[src/rtl/calendar_pkg.sv]
// Shared constants and BCD helpers for the clock-calendar.
// Field selects, BCD limits, month length and BCD increment.
package calendar_pkg;

    localparam logic [2:0] SEL_SEC   = 3'd0;
    localparam logic [2:0] SEL_MIN   = 3'd1;
    localparam logic [2:0] SEL_HOUR  = 3'd2;
    localparam logic [2:0] SEL_DAY   = 3'd3;
    localparam logic [2:0] SEL_MONTH = 3'd4;
    localparam logic [2:0] SEL_YEAR  = 3'd5;

    localparam logic [7:0] SEC_MAX   = 8'h59;
    localparam logic [7:0] MIN_MAX   = 8'h59;
    localparam logic [7:0] HOUR_MAX  = 8'h23;
    localparam logic [7:0] MONTH_MAX = 8'h12;
    localparam logic [7:0] YEAR_MAX  = 8'h99;

    function automatic logic bcd_ok(input logic [7:0] v);
        bcd_ok = (v[7:4] <= 4'd9) && (v[3:0] <= 4'd9);
    endfunction

    // 10 mod 4 = 2, so year mod 4 = (2*tens + units) mod 4
    function automatic logic [7:0] days_in_month(input logic [7:0] month,
                                                 input logic [7:0] year);
        logic [1:0] m4;
        m4 = {year[4], 1'b0} + year[1:0];
        case (month)
            8'h04, 8'h06, 8'h09, 8'h11: days_in_month = 8'h30;
            8'h02: days_in_month = (m4 == 2'd0) ? 8'h29 : 8'h28;
            default: days_in_month = 8'h31;
        endcase
    endfunction

    function automatic logic [7:0] bcd_inc(input logic [7:0] v);
        if (v[3:0] >= 4'd9) begin
            if (v[7:4] >= 4'd9) bcd_inc = 8'h00;
            else bcd_inc = {v[7:4] + 4'd1, 4'h0};
        end else begin
            bcd_inc = {v[7:4], v[3:0] + 4'd1};
        end
    endfunction

endpackage

[src/rtl/tick_sync_edge.sv]
// Two-flop synchronizer with rising-edge detect.
// Emits a one-cycle pulse per rising edge of an asynchronous input.
module tick_sync_edge (
    input  logic CLK_50M,
    input  logic nCLR,
    input  logic async_i,
    output logic pulse_o
);

    logic [2:0] sync_q;

    always_ff @(posedge CLK_50M or negedge nCLR) begin
        if (!nCLR) sync_q <= 3'b000;
        else sync_q <= {sync_q[1:0], async_i};
    end

    assign pulse_o = sync_q[1] & ~sync_q[2];

endmodule

[src/rtl/clock_calendar_core.sv]
// BCD time/date register set advanced by a 1 Hz tick,
// with range-checked field loads and month-length clamping.
module clock_calendar_core
    import calendar_pkg::*;
#(
    parameter logic [7:0] RST_HOUR  = 8'h00,
    parameter logic [7:0] RST_DAY   = 8'h01,
    parameter logic [7:0] RST_MONTH = 8'h01,
    parameter logic [7:0] RST_YEAR  = 8'h00
) (
    input  logic       CLK_50M,
    input  logic       nCLR,
    input  logic       Tick_1Hz,
    input  logic       Load,
    input  logic [2:0] Load_Sel,
    input  logic [7:0] Load_Val,
    output logic [7:0] Sec,
    output logic [7:0] Min,
    output logic [7:0] Hour,
    output logic [7:0] Day,
    output logic [7:0] Month,
    output logic [7:0] Year,
    output logic       Carry_Day,
    output logic       Load_Err
);

    logic       tick;
    logic [7:0] sec_q, min_q, hour_q, day_q, month_q, year_q;
    logic [7:0] sec_d, min_d, hour_d, day_d, month_d, year_d;
    logic       carry_q, carry_d, err_q, err_d, pend_q, pend_d;
    logic       step, val_ok;
    logic [7:0] dim_cur, dim_mon, dim_yr;

    tick_sync_edge u_sync (
        .CLK_50M (CLK_50M),
        .nCLR    (nCLR),
        .async_i (Tick_1Hz),
        .pulse_o (tick)
    );

    assign step    = tick | pend_q;
    assign val_ok  = bcd_ok(Load_Val);
    assign dim_cur = days_in_month(month_q, year_q);
    assign dim_mon = days_in_month(Load_Val, year_q);
    assign dim_yr  = days_in_month(month_q, Load_Val);

    always_comb begin
        sec_d   = sec_q;
        min_d   = min_q;
        hour_d  = hour_q;
        day_d   = day_q;
        month_d = month_q;
        year_d  = year_q;
        carry_d = 1'b0;
        err_d   = 1'b0;
        pend_d  = pend_q;
        if (Load) begin
            // a tick arriving during a load waits for Load to drop
            pend_d = step;
            case (Load_Sel)
                SEL_SEC: begin
                    if (val_ok && Load_Val <= SEC_MAX) sec_d = Load_Val;
                    else err_d = 1'b1;
                end
                SEL_MIN: begin
                    if (val_ok && Load_Val <= MIN_MAX) min_d = Load_Val;
                    else err_d = 1'b1;
                end
                SEL_HOUR: begin
                    if (val_ok && Load_Val <= HOUR_MAX) hour_d = Load_Val;
                    else err_d = 1'b1;
                end
                SEL_DAY: begin
                    if (val_ok && Load_Val != 8'h00 && Load_Val <= dim_cur)
                        day_d = Load_Val;
                    else err_d = 1'b1;
                end
                SEL_MONTH: begin
                    if (val_ok && Load_Val != 8'h00 && Load_Val <= MONTH_MAX) begin
                        month_d = Load_Val;
                        if (day_q > dim_mon) day_d = dim_mon;
                    end else err_d = 1'b1;
                end
                SEL_YEAR: begin
                    if (val_ok && Load_Val <= YEAR_MAX) begin
                        year_d = Load_Val;
                        if (day_q > dim_yr) day_d = dim_yr;
                    end else err_d = 1'b1;
                end
                default: err_d = 1'b1;
            endcase
        end else if (step) begin
            pend_d = 1'b0;
            if (sec_q != SEC_MAX) sec_d = bcd_inc(sec_q);
            else begin
                sec_d = 8'h00;
                if (min_q != MIN_MAX) min_d = bcd_inc(min_q);
                else begin
                    min_d = 8'h00;
                    if (hour_q != HOUR_MAX) hour_d = bcd_inc(hour_q);
                    else begin
                        hour_d  = 8'h00;
                        carry_d = 1'b1;
                        if (day_q < dim_cur) day_d = bcd_inc(day_q);
                        else begin
                            day_d = 8'h01;
                            if (month_q != MONTH_MAX) month_d = bcd_inc(month_q);
                            else begin
                                month_d = 8'h01;
                                year_d  = bcd_inc(year_q);
                            end
                        end
                    end
                end
            end
        end
    end

    always_ff @(posedge CLK_50M or negedge nCLR) begin
        if (!nCLR) begin
            sec_q   <= 8'h00;
            min_q   <= 8'h00;
            hour_q  <= RST_HOUR;
            day_q   <= RST_DAY;
            month_q <= RST_MONTH;
            year_q  <= RST_YEAR;
            carry_q <= 1'b0;
            err_q   <= 1'b0;
            pend_q  <= 1'b0;
        end else begin
            sec_q   <= sec_d;
            min_q   <= min_d;
            hour_q  <= hour_d;
            day_q   <= day_d;
            month_q <= month_d;
            year_q  <= year_d;
            carry_q <= carry_d;
            err_q   <= err_d;
            pend_q  <= pend_d;
        end
    end

    assign Sec       = sec_q;
    assign Min       = min_q;
    assign Hour      = hour_q;
    assign Day       = day_q;
    assign Month     = month_q;
    assign Year      = year_q;
    assign Carry_Day = carry_q;
    assign Load_Err  = err_q;

endmodule

[config.mk]
export PLATFORM = sky130hd
export DESIGN_NAME = clock_calendar_core
export DESIGN_NICKNAME = d
export VERILOG_FILES = /design/src/rtl/calendar_pkg.sv /design/src/rtl/tick_sync_edge.sv /design/src/rtl/clock_calendar_core.sv
export SDC_FILE = /design/constraint.sdc
export NUM_CORES = 1
export LEC_CHECK = 0
export ABC_AREA = 1
export BUFFER_PORTS_ARGS = -buffer_cell sky130_fd_sc_hd__buf_4
export CAP_MARGIN = 20
export CORE_MARGIN = 8
export CORE_UTILIZATION = 40
export CTS_CLUSTER_DIAMETER = 50
export CTS_CLUSTER_SIZE = 40
export DETAILED_ROUTE_END_ITERATION = 16
export SETUP_SLACK_MARGIN = 0.5
export SLEW_MARGIN = 10
export SYNTH_ARGS = -nofsm -noshare
export SYNTH_HDL_FRONTEND = slang
export SYNTH_SLANG_ARGS = --single-unit
[constraint.sdc]
create_clock -name CLK_50M -period 4.1 [get_ports CLK_50M]
set_input_delay 0.41 -clock CLK_50M [delete_from_list [all_inputs] [get_ports CLK_50M]]
set_output_delay 0.41 -clock CLK_50M [all_outputs]
set_load 0.03 [all_outputs]
-- Yosys cells after proc, flatten, opt, wreduce, memory -nomap -nowiden
Cells that the tools add are included.
- input bits: 15
- flip-flop bits (word level): 54
- output and inout port bits: 50
- logic and storage cells: 205
- magnitude comparators: 22
- bitwise gates (word level): 3
- equality and inequality tests: 44
- add/sub/neg operators: 14
- mux-type cells: 78
- reductions and logical operators: 28
- operator list (cell ; count):
    $mux 8 ; 58
    $add 4x1->4 const B ; 12
    $ge 4x4->1 const B ; 12
    $eq 8x3->1 const B ; 4
    $pmux 5 s2 ; 3
    $pmux 8 s3 ; 1
    $ne 2x1->1 const B ; 9
    $eq 8x2->1 const B ; 2
    $eq 8x4->1 const B ; 2
    $eq 8x5->1 const B ; 2
    $gt 8x8->1 ; 2
    $ne 8x7->1 const B ; 2
    $reduce_and 8->1 ; 2
    $mux 1 ; 15
    $ne 3x2->1 const B ; 5
    $ne 3x3->1 const B ; 5
    $reduce_and 11->1 ; 1
    $ne 2x2->1 const B ; 5
    $reduce_and 10->1 ; 1
    $reduce_and 5->1 ; 2
    $reduce_and 9->1 ; 1
    $le 4x4->1 const B ; 2
    $le 8x5->1 const B ; 1
    $le 8x6->1 const B ; 1
    other kinds (26) ; 39

-- Longest topological paths before layout
Gate-level depths: netlist of the first run.
- depth after elaboration: 11
- depth in mapped cells: 22
- depth with buffers taken out: 22

-- Cells and area by module
Synthesis of the first run repeated with hierarchy kept, for this count alone.
- cell total of the unflattened synthesis: 620
- area, all modules: 4556.9 sq um
- by module, submodules not included (module ; instances ; cells each ; area an instance (sq um)):
    clock_calendar_core ; 1 ; 615 ; 4471.8
    tick_sync_edge ; 1 ; 5 ; 85.1

-- Worst setup path after synthesis of the first run
Ideal clock, no wire load.
- kind: register to register
- start point: register month_q[0] (netlist: Month[0])
- end point: register month_q[7] (netlist: Month[7])
- period minus slack after synthesis: 2.731 ns
- slack: 1.369 ns
- arrival time: 2.657 ns
- path buffers: 1
- cell stages (with the launch flop): 19
- path through: dfstp_2 > inv_1 > ha_1 > o21ai_1 > o21ai_1 > nand2_1 > nand2_2 > nor2_1 > ha_1 > nand2_1 > inv_1 > nand3_1 > nand2_1 > nor2_2 > nand2_2 > buf_6 > nand2_2 > nand2_1 > o21ai_2
- longest elaborated chain between the ends: 8
- elaborated cells between the ends (all ways): 20
- classes of those cells: order compare: 2; eq/ne: 8; mux: 8; reduce/logical: 2
- RTL lines (item ; RTL line ; source):
    from (decl) ; clock_calendar_core.sv:28 ; logic [7:0] sec_q, min_q, hour_q, day_q, month_q, year_q;
    from (signal assigned) ; clock_calendar_core.sv:135 ; month_q <= month_d;
    parallel branches: the longest is 8 deep, another holds $lt 8x8->1 ; - ;
Several ways; the timed one is not identified. The select of a mux whose other input is x is not followed.
A chain may end at the register's enable or synchronous reset.

-- Final worst setup path of the first run
- start point: register month_q[0] (netlist: Month[0])
- end point: register year_q[1] (netlist: Year[1])
- longest elaborated chain between the ends: 6
- elaborated cells between the ends (all ways): 12
- classes of those cells: order compare: 1; eq/ne: 8; mux: 1; reduce/logical: 2
- RTL lines (item ; RTL line ; source):
    $eq 8x3->1 (tied with other cells) ; calendar_pkg.sv:27 ; case (month)
    $reduce_or 4->1 ; calendar_pkg.sv:27 ;
    $pmux 5 s2 ; calendar_pkg.sv:27 ;
    $lt 8x8->1 ; clock_calendar_core.sv:104 ; if (day_q < dim_cur) day_d = bcd_inc(day_q);
    $ne 2x2->1 (no source line) ; - ;
    $reduce_and 8->1 (no source line) * ; - ;
    to (signal assigned) ; clock_calendar_core.sv:136 ; year_q <= year_d;
    to (decl) ; clock_calendar_core.sv:28 ;
Mark *: on every way between the ends. The rest lies on a longest branch, timed or not.

==> results of run 1 <==
[per-layer routing]
metal | global-route usage (%) | up-vias | wire, um
met5 | 0 | - | 0
met3 | 2.877 | 19 | 808
met1 | 23.07 | 2083 | 5937
met2 | 28.62 | 117 | 6105
li1 | - | 2236 | -
met4 | 5.418 | 0 | 265
[how the worst min path moves through the flow]
stage / startpoint / end / slack [ps] / depth (start not counted)
detailed placement: u_sync.sync_q[0] / u_sync.sync_q[1] / 340 / 0
CTS: nCLR / Sec[4] / 210 / 1
finish: nCLR / Day[2] / 160 / 1
global placement: u_sync.sync_q[0] / u_sync.sync_q[1] / 330 / 0
global route: Tick_1Hz / u_sync.sync_q[0] / 200 / 1
floorplan: nCLR / Carry_Day / 110 / 0
[synthesized netlist by cell type]
cell type  number
ha_1           48
nor3_1          8
a21oi_1        25
nand4_4         1
nor3_4          1
o21ai_4         1
nor2_1         55
nor4_4          1
o21a_1          3
o21ai_0        57
nand3b_1        2
dfrtp_1        52
o22ai_1         1
dfstp_2         2
nand2_2         7
nor4_1          3
nand2_4         3
xnor2_1        11
nand2_1       147
xor2_1         10
nor2_2          4
clkbuf_1        1
and2_1          1
and3_1          1
inv_2           6
nand4_1        12
nor2_4          4
a22oi_1         3
a31oi_1         4
o21ai_1         9
o31ai_1         4
buf_6           1
a21oi_2         1
o21ai_2         1
nand3_2         6
a21boi_0        6
nand3_1        52
buf_2           3
inv_1          81
o211ai_1        2
clkinv_1        1
buf_1           1
[through the flow]
step	setup WS (ps)	util, %	cells	power [mW]	instance area (um2)
after floorplan	1369	-	642	1.855	4604
after global placement	1234	46.20	843	2.308	5230
after detailed placement	1072	46.20	843	2.342	5230
after CTS	1058	47.69	850	2.854	5399
after global routing	768.7	47.69	850	3.055	5399
final	1036	47.69	850	2.823	5399
[report_power, final]
| part | leakage, nW | internal [mW] | total, mW | switching [mW] |
|---|---|---|---|---|
| combinational | 1.96 | 0.519 | 1.42 | 0.897 |
| clock | 0.0829 | 0.302 | 0.495 | 0.193 |
| sequential | 0.680 | 0.675 | 0.912 | 0.237 |
| total | 2.73 | 1.50 | 2.82 | 1.33 |
[cells by family after synthesis]
family / count (synthesis)
flops: 54
buf+inv: 94
compound gates: 117
xor+xnor: 21
simple gates: 308
fa+ha+maj: 48
[area by class of cell]
| class | instances | share of cell area [%] |
|---|---|---|
| clock buffers | 6 | 2.572 |
| clock inverters | 1 | 0.5562 |
| inverters | 88 | 6.118 |
| multi-input cells | 494 | 53.46 |
| flip-flops and latches | 54 | 25.08 |
| well taps | 143 | 3.314 |
| repair buffers | 64 | 8.899 |
[state kept, by name (all words and copies together), names as in the netlist]
name	cells
Carry_Day	1
Day	8
Hour	8
Load_Err	1
Min	8
Month	8
Sec	8
Year	8
pend_q	1
u_sync.sync_q	3
[cells in the final DEF, fill, tap and decap left out, types with 3 or more instances in the layout]
| cell | count |
|---|---|
| a21boi_0 | 6 |
| a21oi_1 | 25 |
| a22oi_1 | 3 |
| a31oi_1 | 4 |
| buf_4 | 64 |
| clkbuf_16 | 5 |
| dfrtp_1 | 52 |
| ha_1 | 48 |
| inv_1 | 81 |
| inv_2 | 6 |
| nand2_1 | 147 |
| nand2_2 | 7 |
| nand2_4 | 3 |
| nand3_1 | 52 |
| nand3_2 | 6 |
| nand4_1 | 12 |
| nor2_1 | 55 |
| nor2_2 | 4 |
| nor2_4 | 4 |
| nor3_1 | 8 |
| nor4_1 | 3 |
| o21a_1 | 3 |
| o21ai_0 | 57 |
| o21ai_1 | 9 |
| o31ai_1 | 4 |
| xnor2_1 | 11 |
| xor2_1 | 10 |
==> flow_metrics.env, run 1 <==
export IMPL_status="completed"
export IMPL_dp_hpwl_um=10150
export IMPL_critPathKind="reg -> reg"
export IMPL_cts_buffers=5
export IMPL_cts_max_level=2
export IMPL_clock_path_buffers=2
export IMPL_hold_violations=0
export IMPL_num_fill_cells=1147
export IMPL_post_cts_setup_buffers=0
export IMPL_fin_skew_ps=7.677
export IMPL_holdCritPathClass="in -> async"
export IMPL_cts_sinks=54
export IMPL_row_count=39
export IMPL_multi_input_area_um2=2887
export IMPL_slew_viol_final=0
export IMPL_startpoint_type="flop"
export IMPL_maxCapViolations=0
export IMPL_fp_dieH_um=123.3
export IMPL_io_pin_count=65
export IMPL_synth_fp_nets=705
export IMPL_synth_area_leader_cell="dfrtp_1"
export IMPL_worstSetupPathDepth=17
export IMPL_crit_top_cell="nand2_1"
export IMPL_seq_area_frac_synth_pct=29.40
export IMPL_synth_compound_area_share_pct=14.24
export IMPL_ys_types=42
export IMPL_fmax_mhz=326.4
export IMPL_worstSetupStartpoint="Month[0]"
export IMPL_layout_nets=770
export IMPL_clock_latency_ps=300
export IMPL_synth_top_family_by_area="simple AND/OR/NAND/NOR gates"
export IMPL_io_buffers=64
export IMPL_relSlewSlack_pct=51.31
export IMPL_tns_ps=0
export IMPL_grt_pass1_vias=4248
export IMPL_grt_pass1_wl_um=21090
export IMPL_period_needed_ps=3064
export IMPL_place_gp_congestion=0.9131
export IMPL_regArea_um2=1354
export IMPL_core_area_um2=11320
export IMPL_cts_tree="done"
export IMPL_synth_adder_area_share_pct=13.04
export IMPL_ff2ff_setup_slack_ps=1040
export IMPL_crit_required_ps=4320
export IMPL_power_leakage_nw=2.726
export IMPL_die_area_um2=15200
export IMPL_cp_max_fo=11
export IMPL_wl_per_cell_um=15.43
export IMPL_crit_chain="inv_1 -> ha_1 -> o21ai_1 -> o21ai_1 -> nand2_1 -> nand2_2 -> nor2_1 -> ha_1 -> nand2_1 -> inv_1 -> nand3_1 -> nand2_1 -> nor2_2 -> nand2_2 -> nand3_2 -> nor2_1 -> a21oi_1"
export IMPL_end_kind="flop"
export IMPL_cts_root_buffer="clkbuf_16"
export IMPL_synth_area_um2=4604
export IMPL_grt_max_degree=55
export IMPL_worstMarginPinSlew_ps=730.4
export IMPL_grt_overflow=0
export IMPL_muxShareOfSynthArea_pct=0
export IMPL_synth_xor_area_share_pct=3.995
export IMPL_ys_seq_elements=54
export IMPL_ir_drop_mv=0.2580
export IMPL_period_share_pct=74.72
export IMPL_power_density_nw_per_um2=522.8
export IMPL_netlist_instances=642
export IMPL_antenna_found_initial=0
export IMPL_grt_usage_pct=17.47
export IMPL_r2r_start="Month[0]"
export IMPL_synthSimpleGateAreaFrac_pct=31.41
export IMPL_yosysTopAreaCellShare_pct=28.26
export IMPL_synth_area_top_cells="dfrtp_1 (28%), ha_1 (13%), nand2_1 (12%)"
export IMPL_num_vias=4455
export IMPL_drive_above_1_share_pct=15.42
export IMPL_yosysWarnings=0
export IMPL_critPathArrivalTime_ps=3280
export IMPL_start_util_pct=40.67
export IMPL_drt_iter0_markers=263
export IMPL_firstDrtPassIters=7
export IMPL_clkTransAtPathRegs_ps=70
export IMPL_viasPerCell=5.241
export IMPL_path_delay_family="simple AND/OR/NAND/NOR gates"
export IMPL_holdBufCountCts=0
export IMPL_endpoint="Year[1]"
export IMPL_avgSynthCellArea_um2=7.172
export IMPL_drcViolationCount=0
export IMPL_ctsResizeCount=0
export IMPL_critPathMaxStageDelay_ps=600
export IMPL_wirelength_um=13120
export IMPL_r2r_cells=17
export IMPL_postRouteAntennaNets=0
export IMPL_grt_setup_unrepaired="no"
export IMPL_whs_ps=155.5
export IMPL_area_growth_syn_to_layout_pct=17.26
export IMPL_setup_viol=0
export IMPL_n_antenna_cell=0
export IMPL_worst_path_buf_inv=2
export IMPL_die_w_um=123.3
export IMPL_timing_rr_end="Year[1]"
export IMPL_crit_slowest_cell="dfstp_2"
No activity file was read; power rests on OpenSTA's default activity.
==> run 2, diff against run 1 <==
--- a/config.mk
+++ b/config.mk
@@ -5,7 +5,7 @@
 export SDC_FILE = /design/constraint.sdc
 export NUM_CORES = 1
 export LEC_CHECK = 0
-export ABC_AREA = 1
+export ABC_AREA = 0
 export BUFFER_PORTS_ARGS = -buffer_cell sky130_fd_sc_hd__buf_4
 export CAP_MARGIN = 20
 export CORE_MARGIN = 8
==> constraint.sdc (replaced) <==
create_clock -name CLK_50M -period 3.19 [get_ports CLK_50M]
set_input_delay 0.319 -clock CLK_50M [delete_from_list [all_inputs] [get_ports CLK_50M]]
set_output_delay 0.319 -clock CLK_50M [all_outputs]
set_load 0.03 [all_outputs]
==> run 2 against run 1 <==
Effect of this change: the run now ends with setup timing left; clock-buffer cell count increased by 1; critical path type unchanged; routed wire length rose by 0.59%; global-route usage is 0.74 points higher; non-clock buffer count rose by 36.
==> flow_metrics.env, run 2 <==
export IMPL_status="finished with violations"
export IMPL_violations="setup timing"
export IMPL_ys_types=68
export IMPL_synth_area_leader_cell="dfrtp_1"
export IMPL_row_count=37
export IMPL_num_vias=4192
export IMPL_cts_sinks=54
export IMPL_core_area_um2=10370
export IMPL_layout_commonest_cell="buf_4"
export IMPL_hold_violations=0
export IMPL_synth_edf_count=0
export IMPL_slew_viol_final=0
export IMPL_grt_max_degree=55
export IMPL_n_antenna_cell=0
export IMPL_critPathMaxStageDelay_ps=570
export IMPL_grt_pass1_wl_um=21450
export IMPL_period_needed_ps=3276
export IMPL_place_gp_congestion=0.9538
export IMPL_fin_skew_ps=5.136
export IMPL_grt_overflow=0
export IMPL_whs_ps=61.61
export IMPL_synthTopCellsByCount="nand2_1 (53), dfrtp_1 (52), ha_1 (48)"
export IMPL_die_area_um2=14240
export IMPL_ir_drop_mv=0.3072
export IMPL_yosysWarnings=0
export IMPL_tns_ps=-490.7
export IMPL_antenna_found_initial=0
export IMPL_drt_iter0_markers=229
export IMPL_die_w_um=119.3
export IMPL_holdBufCountCts=0
export IMPL_ys_seq_elements=54
export IMPL_grt_pass1_vias=4152
export IMPL_intPower_mw=2.145
export IMPL_synthArstFlopShare_pct=100.0
export IMPL_setup_viol=12
export IMPL_switching_share_pct=47.92
export IMPL_ff2ff_setup_slack_ps=-90
export IMPL_critPathKind="reg -> reg"
export IMPL_fin_total_pwr_mw=4.119
export IMPL_power_switching_mw=1.974
export IMPL_postRouteAntennaNets=0
export IMPL_cp_max_fo=7
export IMPL_viasPerCell=5.680
export IMPL_combPwrFrac_pct=57.9
export IMPL_fp_dieH_um=119.3
export IMPL_power_density_nw_per_um2=750.6
export IMPL_critPathArrivalTime_ps=3530
export IMPL_final_util_pct=52.92
export IMPL_pwr_share_seq_pct=30.7
export IMPL_crit_required_ps=3440
export IMPL_layout_nets=664
export IMPL_clock_path_buffers=2
export IMPL_start_util_pct=41.19
export IMPL_final_cell_mix="buf_4 (93), dfrtp_1 (52), nand2_1 (49)"
export IMPL_cts_root_buffer="clkbuf_8"
export IMPL_synthFlopType="dfrtp_1"
export IMPL_worstMarginPinSlew_ps=732.7
export IMPL_post_place_ws_ps=-155.6
export IMPL_path_delay_family="compound AO/OA/AOI/OAI gates"
export IMPL_worst_path_buf_inv=1
export IMPL_fmax_mhz=305.2
export IMPL_synth_fp_nets=574
export IMPL_seq_area_frac_synth_pct=31.69
export IMPL_fin_cells=738
export IMPL_synth_area_um2=4272
export IMPL_power_leakage_nw=2.538
export IMPL_io_pin_count=65
export IMPL_clkTransAtPathRegs_ps=100
export IMPL_area_growth_syn_to_layout_pct=28.47
export IMPL_clock_latency_ps=310
export IMPL_holdCritPathClass="in -> async"
export IMPL_setup_slack_ps=-86.09
export IMPL_regArea_um2=1354
export IMPL_relSlewSlack_pct=51.15
export IMPL_grt_setup_unrepaired="yes"
export IMPL_drcViolationCount=0
export IMPL_final_area_um2=5488
export IMPL_cts_buffers=5
export IMPL_placed_cell_area_um2=5097
export IMPL_yosysTopAreaCellShare_pct=30.46
export IMPL_firstDrtPassIters=5
export IMPL_wl_per_cell_um=17.88
export IMPL_cts_tree="done"
export IMPL_wirelength_um=13190
export IMPL_multi_input_area_um2=2903
export IMPL_cts_max_level=2
export IMPL_maxCapViolations=0
export IMPL_end_kind="flop"
export IMPL_period_share_pct=102.7
export IMPL_crit_slowest_cell="dfstp_2"
export IMPL_dp_hpwl_um=9564
export IMPL_avgSynthCellArea_um2=8.359
export IMPL_synth_area_top_cells="dfrtp_1 (30%), ha_1 (14%), o21ai_0 (5.3%)"
export IMPL_dp_cells=720
export IMPL_netlist_instances=511
export IMPL_crit_top_cell="ha_4"
export IMPL_drive_above_1_share_pct=25.91
export IMPL_synth_most_common_cell="nand2_1"
export IMPL_grt_usage_pct=18.21
export IMPL_num_fill_cells=980
export IMPL_startpoint_type="flop"
export IMPL_pwr_share_clk_pct=11.4
export IMPL_crit_chain="inv_4 -> ha_4 -> o21ba_4 -> o221ai_4 -> nand2_2 -> nor2_4 -> ha_4 -> o21ai_2 -> o22ai_1 -> or4_1 -> a31o_4 -> or2_4 -> o32ai_2 -> a22o_1"
export IMPL_io_buffers=64
run 2: kinds of logic after synthesis:
group           after synthesis  synth area share [%]
buf+inv                      63                 5.975
fa+ha+maj                    48                 14.06
mux                           7                 1.670
xor+xnor                      3                0.6152
compound gates              158                 24.87
simple gates                178                 21.12
flops                        54                 31.69
run 2: final cells by class:
cell class	instances	area share, %
Clock buffer	7	1.391
Clock inverter	1	0.5472
Sequential cell	54	24.67
Multi-Input combinational cell	394	52.90
Tap cell	136	3.101
Timing Repair Buffer	100	14.20
Inverter	46	3.192
run 2: worst reg2reg max path: stages (launching register included):
cell and delay, ps:
dfstp_2 570, inv_4 50, ha_4 150, o21ba_4 220, o221ai_4 170, nand2_2 110, nor2_4 160, ha_4 220
o21ai_2 150, o22ai_1 90, or4_1 420, a31o_4 260, or2_4 280, o32ai_2 200, a22o_1 170
run 2: routing by layer:
| metal | global-route usage [%] | wire length, um |
|---|---|---|
| met2 | 29.54 | 6046 |
| met3 | 3.448 | 717 |
| met4 | 7.260 | 418 |
| met1 | 23.41 | 6010 |
| met5 | 0 | 0 |
run 2: worst paths after layout:
check                                 start               end  cells past startpoint
hold / removal                         nCLR          Month[1]                      1
hold reg to reg            u_sync.sync_q[0]  u_sync.sync_q[1]                      0
setup reg to reg                   Month[0]            Day[2]                     14
min in group CLK_50M               Tick_1Hz  u_sync.sync_q[0]                      1
setup / recovery                   Month[0]            Day[2]                     14
max in group asynchronous              nCLR           Year[2]                      1
run 2: repair_timing:
item,in CTS,in global routing
resized for setup,17,29
setup buffers,7,2
setup endpoints to repair,25,25
gates cloned,1,0
pin swaps,10,11
run 2: power groups by stage:
stage | combinational (mW) | sequential (mW) | clock [mW]
2_1_floorplan | 1.04 | 1.57 | 0
3_3_place_gp | 2.15 | 1.24 | 0
3_5_place_dp | 2.20 | 1.25 | 0
4_1_cts | 2.28 | 1.24 | 0.483
5_1_grt | 2.61 | 1.31 | 0.506
6_report | 2.39 | 1.26 | 0.469
==> run 3, diff against run 2 <==
--- a/config.mk
+++ b/config.mk
@@ -8,11 +8,14 @@
 export ABC_AREA = 0
 export BUFFER_PORTS_ARGS = -buffer_cell sky130_fd_sc_hd__buf_4
 export CAP_MARGIN = 20
+export CELL_PAD_IN_SITES_DETAIL_PLACEMENT = 0
+export CELL_PAD_IN_SITES_GLOBAL_PLACEMENT = 1
 export CORE_MARGIN = 8
 export CORE_UTILIZATION = 40
 export CTS_CLUSTER_DIAMETER = 50
 export CTS_CLUSTER_SIZE = 40
 export DETAILED_ROUTE_END_ITERATION = 16
+export PLACE_DENSITY = 0.87
 export SETUP_SLACK_MARGIN = 0.5
 export SLEW_MARGIN = 10
 export SYNTH_ARGS = -nofsm -noshare
==> run 3 against run 2 <==
Effect of this change: the run still ends with setup timing left; routed wire length increased by 2.6%; clock power increased by 11%; hold slack got worse by 43 ps; sequential cell count unchanged; sequential power about the same; critical path depth decreased by 1; first-iteration DRC count increased by 36%; clock skew increased by 7.4 ps; final cell count increased by 0.81%; die area unchanged; total power increased by 4.8%; critical path type unchanged.
==> flow_metrics.env, run 3 (synthesized netlist as in run 2, its figures left out) <==
export IMPL_clkTransAtPathRegs_ps=120
export IMPL_cts_tree="done"
export IMPL_critPathArrivalTime_ps=3580
export IMPL_combPwrFrac_pct=58.2
export IMPL_grt_overflow=0
export IMPL_switching_share_pct=48.43
export IMPL_cts_buffers=5
export IMPL_setup_slack_ps=-117.3
export IMPL_final_util_pct=54.34
export IMPL_fin_skew_ps=12.53
export IMPL_layout_nets=670
export IMPL_maxCapViolations=0
export IMPL_grt_usage_pct=18.31
export IMPL_row_count=37
export IMPL_end_kind="flop"
export IMPL_crit_slowest_cell="dfstp_2"
export IMPL_cp_max_fo=7
export IMPL_critPathMaxStageDelay_ps=590
export IMPL_antenna_found_initial=0
export IMPL_die_area_um2=14240
export IMPL_num_vias=4279
export IMPL_worstMarginPinSlew_ps=760.9
export IMPL_viasPerCell=5.751
export IMPL_drive_above_1_share_pct=27.96
export IMPL_num_fill_cells=979
export IMPL_ff2ff_setup_slack_ps=-120
export IMPL_fp_dieH_um=119.3
export IMPL_postRouteAntennaNets=0
export IMPL_critPathKind="reg -> reg"
export IMPL_pwr_share_seq_pct=29.7
export IMPL_layout_commonest_cell="buf_4"
export IMPL_grt_setup_unrepaired="yes"
export IMPL_firstDrtPassIters=5
export IMPL_holdBufCountCts=0
export IMPL_crit_required_ps=3470
export IMPL_grt_max_degree=55
export IMPL_worst_path_buf_inv=2
export IMPL_drt_iter0_markers=312
export IMPL_path_delay_family="compound AO/OA/AOI/OAI gates"
export IMPL_cts_max_level=2
export IMPL_crit_chain="inv_4 -> ha_4 -> buf_4 -> nor4b_4 -> nand3_4 -> ha_1 -> a211oi_4 -> o22ai_2 -> or4_4 -> a31o_4 -> or2_4 -> o32ai_2 -> a22o_1"
export IMPL_ir_drop_mv=0.3966
export IMPL_cts_root_buffer="clkbuf_8"
export IMPL_relSlewSlack_pct=49.27
export IMPL_clock_latency_ps=340
export IMPL_power_switching_mw=2.091
export IMPL_fmax_mhz=302.4
export IMPL_wirelength_um=13530
export IMPL_tns_ps=-927.7
export IMPL_hold_violations=0
export IMPL_setup_viol=18
export IMPL_violations="setup timing"
export IMPL_pwr_share_clk_pct=12.1
export IMPL_start_util_pct=41.19
export IMPL_wl_per_cell_um=18.19
export IMPL_cts_sinks=54
export IMPL_io_pin_count=65
export IMPL_place_gp_congestion=0.9397
export IMPL_power_density_nw_per_um2=766.2
export IMPL_io_buffers=64
export IMPL_clock_path_buffers=2
export IMPL_die_w_um=119.3
export IMPL_dp_hpwl_um=9484
export IMPL_final_cell_mix="buf_4 (98), dfrtp_1 (51), nand2_1 (47)"
export IMPL_period_needed_ps=3307
export IMPL_startpoint_type="flop"
export IMPL_holdCritPathClass="in -> async"
export IMPL_n_antenna_cell=0
export IMPL_status="finished with violations"
export IMPL_fin_total_pwr_mw=4.318
export IMPL_power_leakage_nw=2.594
export IMPL_drcViolationCount=0
export IMPL_grt_pass1_wl_um=21310
export IMPL_core_area_um2=10370
export IMPL_grt_pass1_vias=4134
export IMPL_intPower_mw=2.227
export IMPL_slew_viol_final=0
export IMPL_period_share_pct=103.7
export IMPL_area_growth_syn_to_layout_pct=31.93
run 3: path summary, 6_finish.rpt:
| check | startpoint | to | depth (start not counted) |
|---|---|---|---|
| min in group CLK_50M | Tick_1Hz | u_sync.sync_q[0] | 1 |
| max in group asynchronous | nCLR | Day[5] | 1 |
| hold reg to reg | u_sync.sync_q[0] | u_sync.sync_q[1] | 0 |
| hold / removal | nCLR | Month[1] | 1 |
| setup / recovery | Month[0] | Day[2] | 13 |
| setup reg to reg | Month[0] | Day[2] | 13 |
run 3: layout make-up:
| class | count | area, um2 | share of cell area [%] |
|---|---|---|---|
| clock inverters | 3 | 48.80 | 0.8659 |
| flip-flops and latches | 54 | 1355 | 24.05 |
| multi-input cells | 394 | 2973 | 52.75 |
| well taps | 136 | 170.2 | 3.020 |
| inverters | 46 | 175.2 | 3.108 |
| clock buffers | 5 | 68.82 | 1.221 |
| repair buffers | 106 | 844.6 | 14.99 |
run 3: through the flow:
stage                     area [um2]  hold WS, ps  worst slack (ps)  std cells
after CTS                       5448        65.85            -75.39        741
after detailed placement        5097        343.4            -158.8        720
after global placement          5097        336.8            -53.31        720
after global routing            5635        79.04            -245.1        744
after floorplan                 4332        23.41            -180.9        511
final                           5635        18.94            -117.3        744
run 3: per-layer routing:
layer | part of all wire (%) | GRT usage [%] | vias up
met5 | 0 | 0 | -
met4 | 2.2 | 5.464 | 0
met3 | 5.1 | 3.259 | 26
met2 | 46 | 30.28 | 149
met1 | 46 | 23.88 | 2061
li1 | - | - | 2043
run 3: timing repair:
action	4_1_cts	5_1_grt
setup buffers	11	3
cloned	2	0
gates resized for setup	29	35
pin swaps	15	13
setup endpoints to repair	25	30
run 3: power groups by stage:
| stage | clock, mW | sequential [mW] | combinational [mW] |
|---|---|---|---|
| 2_1_floorplan | 0 | 1.57 | 1.04 |
| 3_3_place_gp | 0 | 1.25 | 2.15 |
| 3_5_place_dp | 0 | 1.25 | 2.21 |
| 4_1_cts | 0.525 | 1.25 | 2.35 |
| 5_1_grt | 0.543 | 1.32 | 2.73 |
| 6_report | 0.522 | 1.28 | 2.51 |
